===== src/rtl/regfile_pkg.sv =====
// Shared types and constants for the multi-port register file.
package regfile_pkg;

    localparam int XLEN_DEFAULT  = 32;
    localparam int NREGS_DEFAULT = 32;

    typedef enum logic {
        CLEAR,
        RUN
    } rf_state_t;

    localparam int unsigned REG_ZERO = '0;

endpackage


===== src/rtl/regfile_read_port.sv =====
// One registered read port: zero-register, write bypass and stall hold in front of the rdata flop.
module regfile_read_port
    import regfile_pkg::*;
#(
    parameter int XLEN = 32,
    parameter int AW   = 5
) (
    input  logic            clk,
    input  logic            rst,
    input  logic            busy,
    input  logic            ren,
    input  logic [AW-1:0]   raddr,
    input  logic [XLEN-1:0] rword,
    input  logic            we,
    input  logic [AW-1:0]   waddr,
    input  logic [XLEN-1:0] wdata,
    output logic [XLEN-1:0] rdata
);

    logic [XLEN-1:0] rdata_q, rdata_d;

    always_comb begin
        rdata_d = rdata_q;
        if (busy) begin
            rdata_d = XLEN'(REG_ZERO);
        end else if (ren) begin
            if (raddr == '0)
                rdata_d = XLEN'(REG_ZERO);
            else if (we && (waddr == raddr))
                rdata_d = wdata;
            else
                rdata_d = rword;
        end
    end

    always_ff @(posedge clk) begin
        if (rst)
            rdata_q <= XLEN'(REG_ZERO);
        else
            rdata_q <= rdata_d;
    end

    assign rdata = rdata_q;

endmodule


===== src/rtl/regfile_mp.sv =====
// Parametrised multi-port register file with write bypass and a sequential clear after reset.
//   state | meaning
//   CLEAR | zeroing register[idx] each cycle, 1..NREGS-1; inputs ignored, busy high
//   RUN   | normal write/read operation
module regfile_mp
    import regfile_pkg::*;
#(
    parameter int XLEN  = XLEN_DEFAULT,
    parameter int NREGS = NREGS_DEFAULT,
    parameter int NREAD = 2,
    parameter int AW    = $clog2(NREGS)
) (
    input  logic                  clk,
    input  logic                  rst,
    input  logic                  we,
    input  logic [AW-1:0]         waddr,
    input  logic [XLEN-1:0]       wdata,
    input  logic [NREAD-1:0]      ren,
    input  logic [NREAD*AW-1:0]   raddr,
    output logic [NREAD*XLEN-1:0] rdata,
    output logic                  busy
);

    rf_state_t       state_q, state_d;
    logic [AW-1:0]   idx_q, idx_d;
    logic            wr_en;
    logic [XLEN-1:0] mem_q [1:NREGS-1];
    logic [XLEN-1:0] mem_d [1:NREGS-1];
    logic [XLEN-1:0] rf_word [NREGS];

    always_ff @(posedge clk) begin
        if (rst) begin
            state_q <= CLEAR;
            idx_q   <= AW'(1);
        end else begin
            state_q <= state_d;
            idx_q   <= idx_d;
        end
    end

    always_comb begin
        state_d = state_q;
        idx_d   = idx_q;
        if (state_q == CLEAR) begin
            idx_d = idx_q + AW'(1);
            if (idx_q == AW'(NREGS - 1))
                state_d = RUN;
        end
    end

    always_comb begin
        busy  = (state_q == CLEAR);
        wr_en = (state_q == RUN) && !rst && we && (waddr != '0);
    end

    // Storage carries no reset; the clear sequence zeroes it instead.
    always_comb begin
        for (int i = 1; i < NREGS; i++) begin
            mem_d[i] = mem_q[i];
            if (busy && (idx_q == AW'(i)))
                mem_d[i] = '0;
            else if (wr_en && (waddr == AW'(i)))
                mem_d[i] = wdata;
        end
    end

    always_ff @(posedge clk) begin
        mem_q <= mem_d;
    end

    always_comb begin
        rf_word[0] = XLEN'(REG_ZERO);
        for (int i = 1; i < NREGS; i++)
            rf_word[i] = mem_q[i];
    end

    for (genvar p = 0; p < NREAD; p++) begin : gen_rd
        regfile_read_port #(
            .XLEN (XLEN),
            .AW   (AW)
        ) u_rp (
            .clk   (clk),
            .rst   (rst),
            .busy  (busy),
            .ren   (ren[p]),
            .raddr (raddr[p*AW +: AW]),
            .rword (rf_word[raddr[p*AW +: AW]]),
            .we    (we),
            .waddr (waddr),
            .wdata (wdata),
            .rdata (rdata[p*XLEN +: XLEN])
        );
    end

endmodule


===== config.mk =====
export PLATFORM = sky130hd
export DESIGN_NAME = regfile_mp
export DESIGN_NICKNAME = d
export VERILOG_FILES = /design/src/rtl/regfile_pkg.sv /design/src/rtl/regfile_read_port.sv /design/src/rtl/regfile_mp.sv
export SDC_FILE = /design/constraint.sdc
export NUM_CORES = 2
export LEC_CHECK = 0
export ABC_AREA = 0
export BUFFER_PORTS_ARGS = -buffer_cell sky130_fd_sc_hd__clkbuf_2
export CORE_MARGIN = 5
export CORE_UTILIZATION = 29
export CTS_CLUSTER_SIZE = 14
export DETAILED_ROUTE_END_ITERATION = 12
export GPL_ROUTABILITY_DRIVEN = 0
export PLACE_DENSITY_LB_ADDON = 0.08
export SYNTH_ARGS = -nofsm -noshare
export SYNTH_HDL_FRONTEND = slang
export SYNTH_SLANG_ARGS = --single-unit
export TNS_END_PERCENT = 10

===== constraint.sdc =====
create_clock -name clk -period 3.4 [get_ports clk]
set_input_delay 1.02 -clock clk [delete_from_list [all_inputs] [get_ports clk]]
set_output_delay 1.02 -clock clk [all_outputs]
set_load 0.1 [all_outputs]

==> impl_metrics.env <==
export IMPL_ys_types=55
export IMPL_critPathKind="reg2out"
export IMPL_max_freq_ghz=0.329
export IMPL_rr_endpoint="mem_q[374]$_SDFFE_PP0P_"
export IMPL_fin_worst_skew_ns=0.0313
export IMPL_final_util_pct=34.7
export IMPL_required_ns=2.38
export IMPL_worst_pin_slew_ns=1.21
export IMPL_place_hpwl_um=179000
export IMPL_wl_per_cell_um=31.2
export IMPL_rows=157
export IMPL_crit_end="rdata[15]"
export IMPL_synth_area_top_cells="dfxtp_1, nand2_1, mux4_2, a21oi_1, mux2i_1"
export IMPL_power_total_mw=29.3
export IMPL_synth_avg_cell_area_um2=8.52
export IMPL_synth_most_common_cell="nand2_1"
export IMPL_ys_ff_latch=1062
export IMPL_finalCritPeriodShare_pct=89.5
export IMPL_fill_cells=18700
export IMPL_drt_iter0_markers=5125
export IMPL_mappedNetlistNets=6323
export IMPL_route_vias_total=49500
export IMPL_numCtsBuffers=136
export IMPL_clk_latency_ns=0.78
export IMPL_start_util_pct=29.1
export IMPL_cp_startpoint="gen_rd[0].u_rp.rdata[15]$_SDFFE_PP0P_"
export IMPL_worst_slack_ns=0.357
export IMPL_stdcell_count=8834
export IMPL_grt_max_degree=45
export IMPL_arrival_ns=2.02
export IMPL_ctsResizeCount=0
export IMPL_reg2reg_depth=4
export IMPL_synth_top_area_share_pct=39.8
export IMPL_tns_ns=0
export IMPL_drc=0
export IMPL_post_drt_via_cell_ratio=5.60
export IMPL_slowest_delay_ns=0.67
export IMPL_grt_pass1_wl_um=385000
export IMPL_period_needed_ns=3.04
export IMPL_syn_to_final_growth_pct=19.2
export IMPL_cts_htree_levels=4
export IMPL_place_ws_ns=-0.116
export IMPL_dominantRegCellSynth="dfxtp_1"
export IMPL_dieWidth_um=439
export IMPL_drive_gt1_share_pct=20.6
export IMPL_seq_area_frac_synth_pct=39.8
export IMPL_relSlewSlack_pct=19.1
export IMPL_ys_async_sr_fraction_pct=0
export IMPL_track_usage_pct=27.8
export IMPL_die_h_um=439
export IMPL_yosys_warnings=0
export IMPL_cpLargestDelayFamily="flip-flops"
export IMPL_hold_viol=0
export IMPL_grt_overflow=0
export IMPL_hold_path_class="reg2reg"
export IMPL_crit_path_max_fanout=2
export IMPL_setup_violations_final=0
export IMPL_synth_common_cells="nand2_1, dfxtp_1, a21oi_1"
export IMPL_yosys_area_top_type="dfxtp_1"
export IMPL_cp_depth=1
export IMPL_maxSlewViolCount=0
export IMPL_slowest_stage="dfxtp_1"
export IMPL_drt_pass1_iterations=6
export IMPL_io_buffers=116
export IMPL_outcome="completed"
export IMPL_rsz0062_at_grt="no"
export IMPL_path_cells="clkbuf_2"
export IMPL_vdd_drop_max_mv=0.431
export IMPL_cap_viol_max_count=0
export IMPL_synth_edf_count=0
export IMPL_cts_root_buf="clkbuf_16"
export IMPL_crit_buf_inv=1
export IMPL_clk_path_buf_depth=3
export IMPL_synthCells=6265
export IMPL_dieArea_um2=193000
export IMPL_antenna_left=0
export IMPL_grt_pass1_vias=46600
export IMPL_cts_tree="done"
export IMPL_end_kind="output pin"
export IMPL_fp_coreArea_um2=183000
export IMPL_clock_sinks=1062
export IMPL_p_per_area_nw_per_um2=461
export IMPL_path_clk_slew_ns=0.06
export IMPL_start_kind="flip-flop"
export IMPL_r2r_slack_ns=1.09
export IMPL_nets=6325
export IMPL_r2r_start="idx_q[2]$_SDFFE_PP0N_"
export IMPL_hold_buffers=0
export IMPL_cts_setup_buffers=0
export IMPL_antenna_found_initial=14
export IMPL_syn_area_um2=53400
export IMPL_p_leak_nw=22.3
export IMPL_wl_um=275000
export IMPL_dpl_cell_count=8593
export IMPL_io_pins=117
==> kinds of logic after synthesis <==
logic type	after synthesis	synth area share, %
and+or+nand+nor	2331	16.9
AOI/OAI and AO/OA	1465	15.5
xor gates and xnor gates	13	0.213
adders and majority gates	6	0.141
DFF	1062	39.8
muxes	740	22.4
buffers and inverters	648	4.98
==> worst min-delay path by stage <==
stage | slack (ns) | endpoint | cells past startpoint | startpoint
after floorplan | 0.44 | mem_q[10]$_SDFFE_PP0P_ | 2 | mem_q[10]$_SDFFE_PP0P_
after global routing | 0.48 | mem_q[646]$_SDFFE_PP0P_ | 2 | mem_q[646]$_SDFFE_PP0P_
final | 0.46 | mem_q[549]$_SDFFE_PP0P_ | 2 | mem_q[549]$_SDFFE_PP0P_
after global placement | 0.45 | mem_q[268]$_SDFFE_PP0P_ | 2 | mem_q[268]$_SDFFE_PP0P_
after detailed placement | 0.46 | mem_q[23]$_SDFFE_PP0P_ | 2 | mem_q[23]$_SDFFE_PP0P_
after CTS | 0.47 | mem_q[851]$_SDFFE_PP0P_ | 2 | mem_q[851]$_SDFFE_PP0P_
==> per-stage QoR <==
step / hold WS, ns / instance area (µm²)
after global placement: 0.451 / 59200
after CTS: 0.466 / 63600
final: 0.463 / 63600
after global routing: 0.485 / 63600
after detailed placement: 0.457 / 59200
after floorplan: 0.442 / 53400
==> state kept, by name, indices dropped and copies added, names as in the netlist <==
signal and flops:
mem_q 992, state_q 1, gen_rd.u_rp.rdata 64, idx_q 5
==> cell type report <==
cell class              count  area [µm²]  share of cell area, %
diodes                      7        17.5                 0.0275
clock inverters            30         323                  0.508
multi-input cells        4555       30100                   47.3
inverters                   6        22.5                 0.0354
well taps                2464        3080                   4.85
repair buffers            506        4810                   7.56
clock buffers             204        4010                   6.31
flip-flops and latches   1062       21300                   33.4
==> placed cells by master (no fill, tap or decap), types with 8 or more instances in the layout <==
cell type and instances:
nand2b_1 12, o211ai_1 13, nand3_1 35, mux4_2 348, xnor2_1 9, a22oi_1 69, clkbuf_16 139, clkbuf_2 109
dfxtp_1 1062, nor3_2 9, clkbuf_1 36, o41ai_1 11, a211oi_1 25, nor2_1 40, nor2_4 55, a221oi_1 67
a21oi_1 1058, buf_12 99, nor2b_1 32, clkbuf_8 30, buf_4 292, o21ai_1 12, o21ai_0 98, o22ai_1 23
mux2i_1 250, nand2_2 17, nand2_1 2095, mux2_2 142, o2111ai_1 14, clkinv_2 17, o221ai_1 15, o2bb2ai_1 17
nand3_2 8, o221a_2 11
==> per-layer routing <==
metal | up-vias | global-route usage [%] | wire [µm]
met2 | 2213 | 43.9 | 125000
met3 | 480 | 4.40 | 19000
met1 | 25000 | 38.1 | 120000
met4 | 0 | 11.0 | 11400
li1 | 21800 | - | -
met5 | - | 0 | 0
==> power breakdown <==
group	switching, mW	total, mW	internal, mW	leakage [nW]
clock	5.96	14.5	8.56	2.13
combinational	1.53	2.24	0.716	11.7
sequential	0.0482	12.5	12.5	8.55
No activity file was read; power rests on OpenSTA's default activity.
